--- src/rtl/sr_latch_driver_pkg.sv ---
// Shared types and constants for the SR latch driver.
package sr_latch_driver_pkg;

  typedef enum logic [1:0] {
    IDLE  = 2'd0,
    PULSE = 2'd1,
    GAP   = 2'd2,
    CHECK = 2'd3
  } state_e;

  localparam logic CMD_SET   = 1'b1;
  localparam logic CMD_RESET = 1'b0;

  function automatic int max3(input int a, input int b, input int c);
    int m;
    m = (a > b) ? a : b;
    return (m > c) ? m : c;
  endfunction

endpackage

--- src/rtl/sr_latch_driver_sync2.sv ---
// Two-flop synchronizer for one asynchronous level, reset to 0; built only with SR_LATCH_DRIVER_CONFIRM_EN.
// Latency 2 cycles; no handshake, the input is sampled every cycle.
`ifdef SR_LATCH_DRIVER_CONFIRM_EN
module sync2 (
  input  logic clk,
  input  logic rst,
  input  logic i_d,
  output logic o_q
);

  logic r_meta;
  logic r_sync;

  always_ff @(posedge clk or posedge rst) begin
    if (rst) begin
      r_meta <= 1'b0;
      r_sync <= 1'b0;
    end else begin
      r_meta <= i_d;
      r_sync <= r_meta;
    end
  end

  assign o_q = r_sync;

endmodule
`endif

--- src/rtl/sr_latch_driver.sv ---
// Drives S/R of an async NOR latch: PULSE_W-cycle pulse, GAP_W dead cycles, optional read-back (SR_LATCH_DRIVER_CONFIRM_EN).
// Latency accept->done is PULSE_W+GAP_W+1 cycles plus confirm time; cmd_ready is high only in IDLE.
import sr_latch_driver_pkg::*;

module sr_latch_driver #(
  parameter int PULSE_W = 4,
  parameter int GAP_W   = 2,
  parameter int TIMEOUT = 16
) (
  input  logic clk,
  input  logic rst,
  input  logic cmd_valid,
  input  logic cmd_set,
  output logic cmd_ready,
  output logic S,
  output logic R,
  input  logic q_in,
  input  logic qn_in,
  output logic busy,
  output logic done,
  output logic err
);

  localparam int CNT_W = $clog2(max3(PULSE_W, GAP_W, TIMEOUT) + 1);
  localparam logic [CNT_W-1:0] CNT_ONE  = CNT_W'(1);
  localparam logic [CNT_W-1:0] LD_PULSE = CNT_W'(PULSE_W);
  localparam logic [CNT_W-1:0] LD_GAP   = CNT_W'(GAP_W);

  state_e           r_state;
  logic [CNT_W-1:0] r_cnt;
  logic             r_exp;
  logic             r_s;
  logic             r_r;
  logic             r_done;
  logic             r_err;

`ifdef SR_LATCH_DRIVER_CONFIRM_EN
  localparam logic [CNT_W-1:0] LD_TO = CNT_W'(TIMEOUT);

  logic w_q_sync;
  logic w_qn_sync;
  logic w_match;

  sync2 u_sync_q  (.clk(clk), .rst(rst), .i_d(q_in),  .o_q(w_q_sync));
  sync2 u_sync_qn (.clk(clk), .rst(rst), .i_d(qn_in), .o_q(w_qn_sync));

  // q==qn can never equal {exp,~exp}, so a stuck or metastable latch reads as a mismatch.
  assign w_match = (w_q_sync == r_exp) && (w_qn_sync == ~r_exp);
`else
  logic w_unused_q;
  assign w_unused_q = q_in ^ qn_in;
`endif

  always_ff @(posedge clk or posedge rst) begin
    if (rst) begin
      r_state <= IDLE;
      r_cnt   <= '0;
      r_exp   <= CMD_RESET;
      r_s     <= 1'b0;
      r_r     <= 1'b0;
      r_done  <= 1'b0;
      r_err   <= 1'b0;
    end else begin
      r_done <= 1'b0;
      r_err  <= 1'b0;
      case (r_state)
        IDLE: begin
          if (cmd_valid) begin
            r_state <= PULSE;
            r_cnt   <= LD_PULSE;
            r_exp   <= cmd_set;
            r_s     <= cmd_set;
            r_r     <= ~cmd_set;
          end
        end
        PULSE: begin
          if (r_cnt == CNT_ONE) begin
            r_state <= GAP;
            r_cnt   <= LD_GAP;
            r_s     <= 1'b0;
            r_r     <= 1'b0;
          end else begin
            r_cnt <= r_cnt - 1'b1;
          end
        end
        GAP: begin
          if (r_cnt == CNT_ONE) begin
`ifdef SR_LATCH_DRIVER_CONFIRM_EN
            r_state <= CHECK;
            r_cnt   <= LD_TO;
`else
            r_state <= IDLE;
            r_done  <= 1'b1;
`endif
          end else begin
            r_cnt <= r_cnt - 1'b1;
          end
        end
`ifdef SR_LATCH_DRIVER_CONFIRM_EN
        CHECK: begin
          if (w_match) begin
            r_state <= IDLE;
            r_done  <= 1'b1;
          end else if (r_cnt == CNT_ONE) begin
            r_state <= IDLE;
            r_err   <= 1'b1;
          end else begin
            r_cnt <= r_cnt - 1'b1;
          end
        end
`endif
        default: r_state <= IDLE;
      endcase
    end
  end

  assign cmd_ready = (r_state == IDLE);
  assign busy      = (r_state != IDLE);
  assign S         = r_s;
  assign R         = r_r;
  assign done      = r_done;
  assign err       = r_err;

endmodule

--- config.mk ---
export PLATFORM = sky130hd
export DESIGN_NAME = sr_latch_driver
export DESIGN_NICKNAME = d
export VERILOG_FILES = /design/src/rtl/sr_latch_driver_pkg.sv /design/src/rtl/sr_latch_driver_sync2.sv /design/src/rtl/sr_latch_driver.sv
export SDC_FILE = /design/constraint.sdc
export NUM_CORES = 1
export LEC_CHECK = 0
export CORE_AREA = 2 2 39 41
export DETAILED_ROUTE_END_ITERATION = 16
export DIE_AREA = 0 0 41 43
export PLACE_DENSITY = 0.85
export SYNTH_ARGS = -nofsm -noshare
export SYNTH_HDL_FRONTEND = slang
export SYNTH_SLANG_ARGS = --single-unit
--- constraint.sdc ---
create_clock -name clk -period 3.07 [get_ports clk]
set_clock_uncertainty 0.1 [all_clocks]
set_input_delay 0.614 -clock clk [delete_from_list [all_inputs] [get_ports clk]]
set_output_delay 0.614 -clock clk [all_outputs]
set_load 0.1 [all_outputs]
# ---- Word-level counts from Yosys, hierarchy flattened
# Cells that the tools add are included.
dict set report totals {
  romBits 0
  register_bits 10
  ramBits 0
  output_inout_bits 6
  latch_bits 0
  in_bits 6
  mem_count 0
}
dict set report op_classes {
  div_mod_pow 0
  reduce_logical 7
  mul 0
  add_sub_neg 1
  eq_ne 7
  n_mux 15
  magnitude_cmp 0
  bitwise_logic 1
  shift 0
}
# op n
set op_table {}
lappend op_table {{5-bit two-way mux} 3}
lappend op_table {{5-bit one-hot mux with 3 select lines} 1}
lappend op_table {{3-bit AND reduction} 3}
lappend op_table {{2-bit != test (second input constant)} 4}
lappend op_table {{2-bit two-way mux} 3}
lappend op_table {{2-bit one-hot mux with 3 select lines} 1}
lappend op_table {{5-bit by 1-bit == test with 1-bit output (second input constant)} 1}
lappend op_table {{1-bit two-way mux} 5}
lappend op_table {{5-bit by 1-bit subtractor with 5-bit output (second input constant)} 1}
lappend op_table {{1-bit one-hot mux with 2 select lines} 2}
lappend op_table {{2-bit nonzero test} 2}
lappend op_table {{3-bit nonzero test} 1}
lappend op_table {{2-bit by 1-bit == test with 1-bit output (second input constant)} 1}
lappend op_table {{2-bit == test (second input constant)} 1}
lappend op_table {{2-bit logical NOT} 1}
lappend op_table {{1-bit inverter} 1}

# ---- Depth between registers and ports, before layout
dict set report logic_depth {
  ltp_word 3
  ltp_mapped 6
}

# ---- Worst setup path before layout
# Ideal clock, no wire load.
dict set report synth_path {
  path_type {reg2out}
  startpoint {register r_state[0]}
  endpoint {output port busy}
  t_arrival_ns 2.036
  t_required_ns 2.356
  setup_slack_ns 0.320
  stages_incl_launch_ff 4
  cell_sequence {dfrtp_1 > inv_1 > ha_1 > inv_1}
}
dict set report synth_via {
  elab_chain_cells 1
}
# item line
set synth_lines {}
lappend synth_lines {{start: declaration} sr_latch_driver.sv:29} ;# state_e r_state;
lappend synth_lines {{start signal: assignment} sr_latch_driver.sv:56} ;# r_state <= IDLE;
lappend synth_lines {{start signal: assignment} sr_latch_driver.sv:69} ;# r_state <= PULSE;
lappend synth_lines {{start signal: assignment} sr_latch_driver.sv:78} ;# r_state <= GAP;
lappend synth_lines {{2-bit nonzero test} sr_latch_driver.sv:118} ;# assign busy = (r_state != IDLE);
lappend synth_lines {{end: declaration} sr_latch_driver.sv:19} ;# output logic busy,
# No other way between the ends.

# ---- Final worst setup path
# Ends and elaborated chain as after synthesis.

==> impl_metrics.prom <==
# TYPE chip_impl_metric gauge
chip_impl_metric{name="final_number_of_hold_violating_endpoints",unit=""} 0
chip_impl_metric{name="route.detailed.vias_per_inst",unit=""} 5.537
chip_impl_metric{name="required_time_of_the_worst_setup_path",unit="ns"} 2.36
chip_impl_metric{name="worst-slew-pin-transition",unit="ns"} 0.4991
chip_impl_metric{name="critical-path-max-stage-delay",unit="ns"} 0.40
chip_impl_metric{name="drt-wirelength-per-cell",unit="µm"} 13.08
chip_impl_metric{name="placeableCoreArea",unit="µm²"} 1384
chip_impl_metric{name="detailedRoute.firstIterationViolations",unit=""} 15
chip_impl_metric{name="drc_violation_count_after_routing",unit=""} 0
chip_impl_metric{name="area.growth.synth_to_final",unit="%"} 16.17
chip_impl_info{name="min_delay_worst_endpoint",value="S"} 1
chip_impl_metric{name="routabilityCongestion",unit=""} 0.7399
chip_impl_metric{name="largest_net_degree_at_the_start_of_global_routing",unit=""} 11
chip_impl_metric{name="die_x",unit="µm"} 41
chip_impl_metric{name="first_pass_iteration_count_of_the_detailed_router",unit=""} 4
chip_impl_metric{name="ctsHoldBuffers",unit=""} 0
chip_impl_metric{name="maxCapViolCount",unit=""} 0
chip_impl_metric{name="boundary_pin_count",unit=""} 12
chip_impl_metric{name="total_negative_slack_for_setup_checks",unit="ns"} 0
chip_impl_metric{name="numCtsBuffers",unit=""} 3
chip_impl_metric{name="wl",unit="µm"} 1243
chip_impl_info{name="worst_r2r_startpoint",value="r_cnt[1]"} 1
chip_impl_info{name="commonest_cells_after_routing_fill_and_taps_aside",value="10 x sky130_fd_sc_hd__dfrtp_1, 8 x sky130_fd_sc_hd__inv_1, 6 x sky130_fd_sc_hd__nor2_1, 6 x sky130_fd_sc_hd__a21oi_1, 6 x sky130_fd_sc_hd__ha_1"} 1
chip_impl_metric{name="grtUsageTotal",unit="%"} 17.86
chip_impl_info{name="crit_path_frequent_cell",value="sky130_fd_sc_hd__inv_1"} 1
chip_impl_metric{name="antenna_violations_before_repair",unit=""} 0
chip_impl_info{name="critical_path.endpoint_type",value="output port"} 1
chip_impl_metric{name="htree_levels",unit=""} 1
chip_impl_metric{name="via_count_of_the_first_global_routing_pass",unit=""} 511
chip_impl_metric{name="layout-drive-gt1-share",unit="%"} 16.46
chip_impl_metric{name="synth_cell_types",unit=""} 29
chip_impl_metric{name="hold_path_depth",unit=""} 2
chip_impl_info{name="min-delay-path-class",value="reg2reg"} 1
chip_impl_metric{name="dpl-instance-area",unit="µm²"} 714.4
chip_impl_metric{name="die_area",unit="µm²"} 1763
chip_impl_info{name="worst-setup-path-type",value="reg2out"} 1
chip_impl_info{name="critical-path-top-delay-family",value="buffers and inverters"} 1
chip_impl_metric{name="clkSlewWorstSetupHoldPaths",unit="ns"} 0.06
chip_impl_metric{name="wire_length_of_the_first_global_routing_pass",unit="µm"} 2104
chip_impl_metric{name="final.min_clock_period",unit="ns"} 2.127
chip_impl_metric{name="start_util",unit="%"} 45.84
chip_impl_info{name="worst_r2r_endpoint",value="r_cnt[2]"} 1
chip_impl_metric{name="fin_crit_sh",unit="%"} 69.29
chip_impl_metric{name="rows",unit=""} 14
chip_impl_metric{name="r2r.worst_path.cells",unit=""} 6
chip_impl_info{name="status",value="complete, no violations"} 1
chip_impl_info{name="setup.worst_path.start_class",value="flop"} 1
chip_impl_metric{name="fin_nets",unit=""} 93
chip_impl_metric{name="clock_path_buffers",unit=""} 2
chip_impl_metric{name="cts_setup_buffers",unit=""} 0
chip_impl_metric{name="detailed_place_hpwl",unit="µm"} 985
chip_impl_metric{name="post_synth_instance_area",unit="µm²"} 634.4
chip_impl_metric{name="cts.sink_count",unit=""} 10
chip_impl_metric{name="postSynthNetCount",unit=""} 81
chip_impl_info{name="layout_commonest_cell",value="sky130_fd_sc_hd__dfrtp_1"} 1
chip_impl_metric{name="post-route-cell-area",unit="µm²"} 737.0
chip_impl_metric{name="critical_path_arrival",unit="ns"} 1.41
chip_impl_metric{name="route.antenna.remaining_nets",unit=""} 0
chip_impl_metric{name="max_freq",unit="MHz"} 470.1
chip_impl_metric{name="die_h",unit="µm"} 43
chip_impl_metric{name="post_synth_inst_count",unit=""} 69
chip_impl_info{name="tritoncts",value="built"} 1
chip_impl_metric{name="port-buffer-count",unit=""} 8
chip_impl_metric{name="drv_slew",unit=""} 0
chip_impl_metric{name="final-setup-viol-count",unit=""} 0
chip_impl_metric{name="cts_resized",unit=""} 0
chip_impl_metric{name="clk-insertion-delay-late",unit="ns"} 0.27
chip_impl_info{name="hold_path_startpoint",value="S"} 1
chip_impl_metric{name="yosysSeqAreaShare",unit="%"} 39.45
chip_impl_metric{name="relSlewSlack",unit="%"} 66.53
chip_impl_metric{name="grt-ovfl-total",unit=""} 0
chip_impl_info{name="worst_path_max_delay_cell",value="sky130_fd_sc_hd__dfrtp_1"} 1
chip_impl_metric{name="crit_fanout",unit=""} 5
chip_impl_metric{name="n_antenna_cell",unit=""} 0
chip_impl_metric{name="worst-r2r-setup-slack",unit="ns"} 1.21
chip_impl_metric{name="yosys_warnings",unit=""} 0
chip_impl_metric{name="synth-seq-cells",unit=""} 10
chip_impl_metric{name="postSynthAreaPerCell",unit="µm²"} 9.194
chip_impl_metric{name="vias",unit=""} 526
chip_impl_metric{name="cp_num_buf_inv",unit=""} 3
chip_impl_info{name="root_driver",value="sky130_fd_sc_hd__clkbuf_4"} 1
chip_impl_info{name="cell_by_cell_trace_of_the_critical_path",value="inv_1 -> ha_1 -> inv_1 -> buf_4"} 1
chip_impl_info{name="setup_repair_after_global_routing_missed_its_margin",value="no"} 1
per-stage QoR:
step / worst slack, ns / hold WS, ns / util, % / cells
finish: 0.9429 / 0.4555 / 53.25 / 95
global placement: 0.9338 / 0.4331 / 51.63 / 92
CTS: 0.9431 / 0.4549 / 53.25 / 95
detailed placement: 0.9182 / 0.4427 / 51.63 / 92
global route: 0.8602 / 0.4791 / 53.25 / 95
floorplan: 0.3200 / 0.3542 / - / 69
synthesized netlist by cell type (all sizes together):
cell type,n,area share [%]
a211oi,1,1.2
a21oi,6,4.7
a221o,1,1.6
a31oi,1,0.99
and2,1,0.99
and3,1,0.99
buf,1,1.2
conb,1,0.59
dfrtp,10,39
ha,6,12
inv,8,4.7
mux2i,1,1.6
nand2,5,3.0
nand2b,1,0.99
nand4,1,0.99
nor2,6,3.6
nor2b,1,0.99
nor3,1,0.79
nor3b,2,2.4
nor4,1,0.99
nor4b,1,2.4
o211ai,1,1.2
o21ai,4,4.3
o22ai,3,3.0
o2bb2ai,1,1.4
o31ai,1,1.2
or2,1,0.99
or4b,1,2.2
cell type report:
type / instances / area, µm²
sequential: 10 / 250.2
clock buffer: 3 / 22.52
multi-input combinational: 50 / 346.6
fill: 128 / 646.9
tap: 16 / 20.02
inverter: 8 / 30.03
timing repair buffer: 8 / 67.56
cells by family after synthesis:
| logic type | Yosys count | synth area share (%) |
|---|---|---|
| and+or+nand+nor | 23 | 21.11 |
| AOI/OAI and AO/OA | 19 | 19.53 |
| DFF | 10 | 39.45 |
| buffers and inverters | 9 | 5.918 |
| adders and majority gates | 6 | 11.83 |
| muxes | 1 | 1.578 |
| other | 1 | 0.5911 |
worst max path at each step:
stage | slack (ns) | to | startpoint | cells after the start
after global routing | 0.86 | busy | r_state[0] | 4
after detailed placement | 0.92 | r_cnt[2] | cmd_valid | 4
final | 0.94 | busy | r_state[0] | 4
after global placement | 0.93 | r_cnt[2] | cmd_valid | 4
after CTS | 0.94 | busy | r_state[0] | 4
after floorplan | 0.32 | busy | r_state[0] | 3
tightest hold or removal path, stage by stage (launching register included):
cell and delay, ns:
sky130_fd_sc_hd__dfrtp_1 0.40, sky130_fd_sc_hd__inv_1 0.06, sky130_fd_sc_hd__o22ai_1 0.06
sequential cells by signal, summed over array words and instances, names as in the netlist:
name and count:
R 1, S 1, done 1, r_cnt 5, r_state 2
routing by layer:
metal	global-route usage, %	part of all wire [%]
met3	3.141	2.2
met5	0	0
met2	27.19	50
met1	21.57	45
met4	12.00	3.2
Power is left out: the tool's default activity adds up to more than one toggle a clock period on the data nets, which glitch-free logic cannot reach.
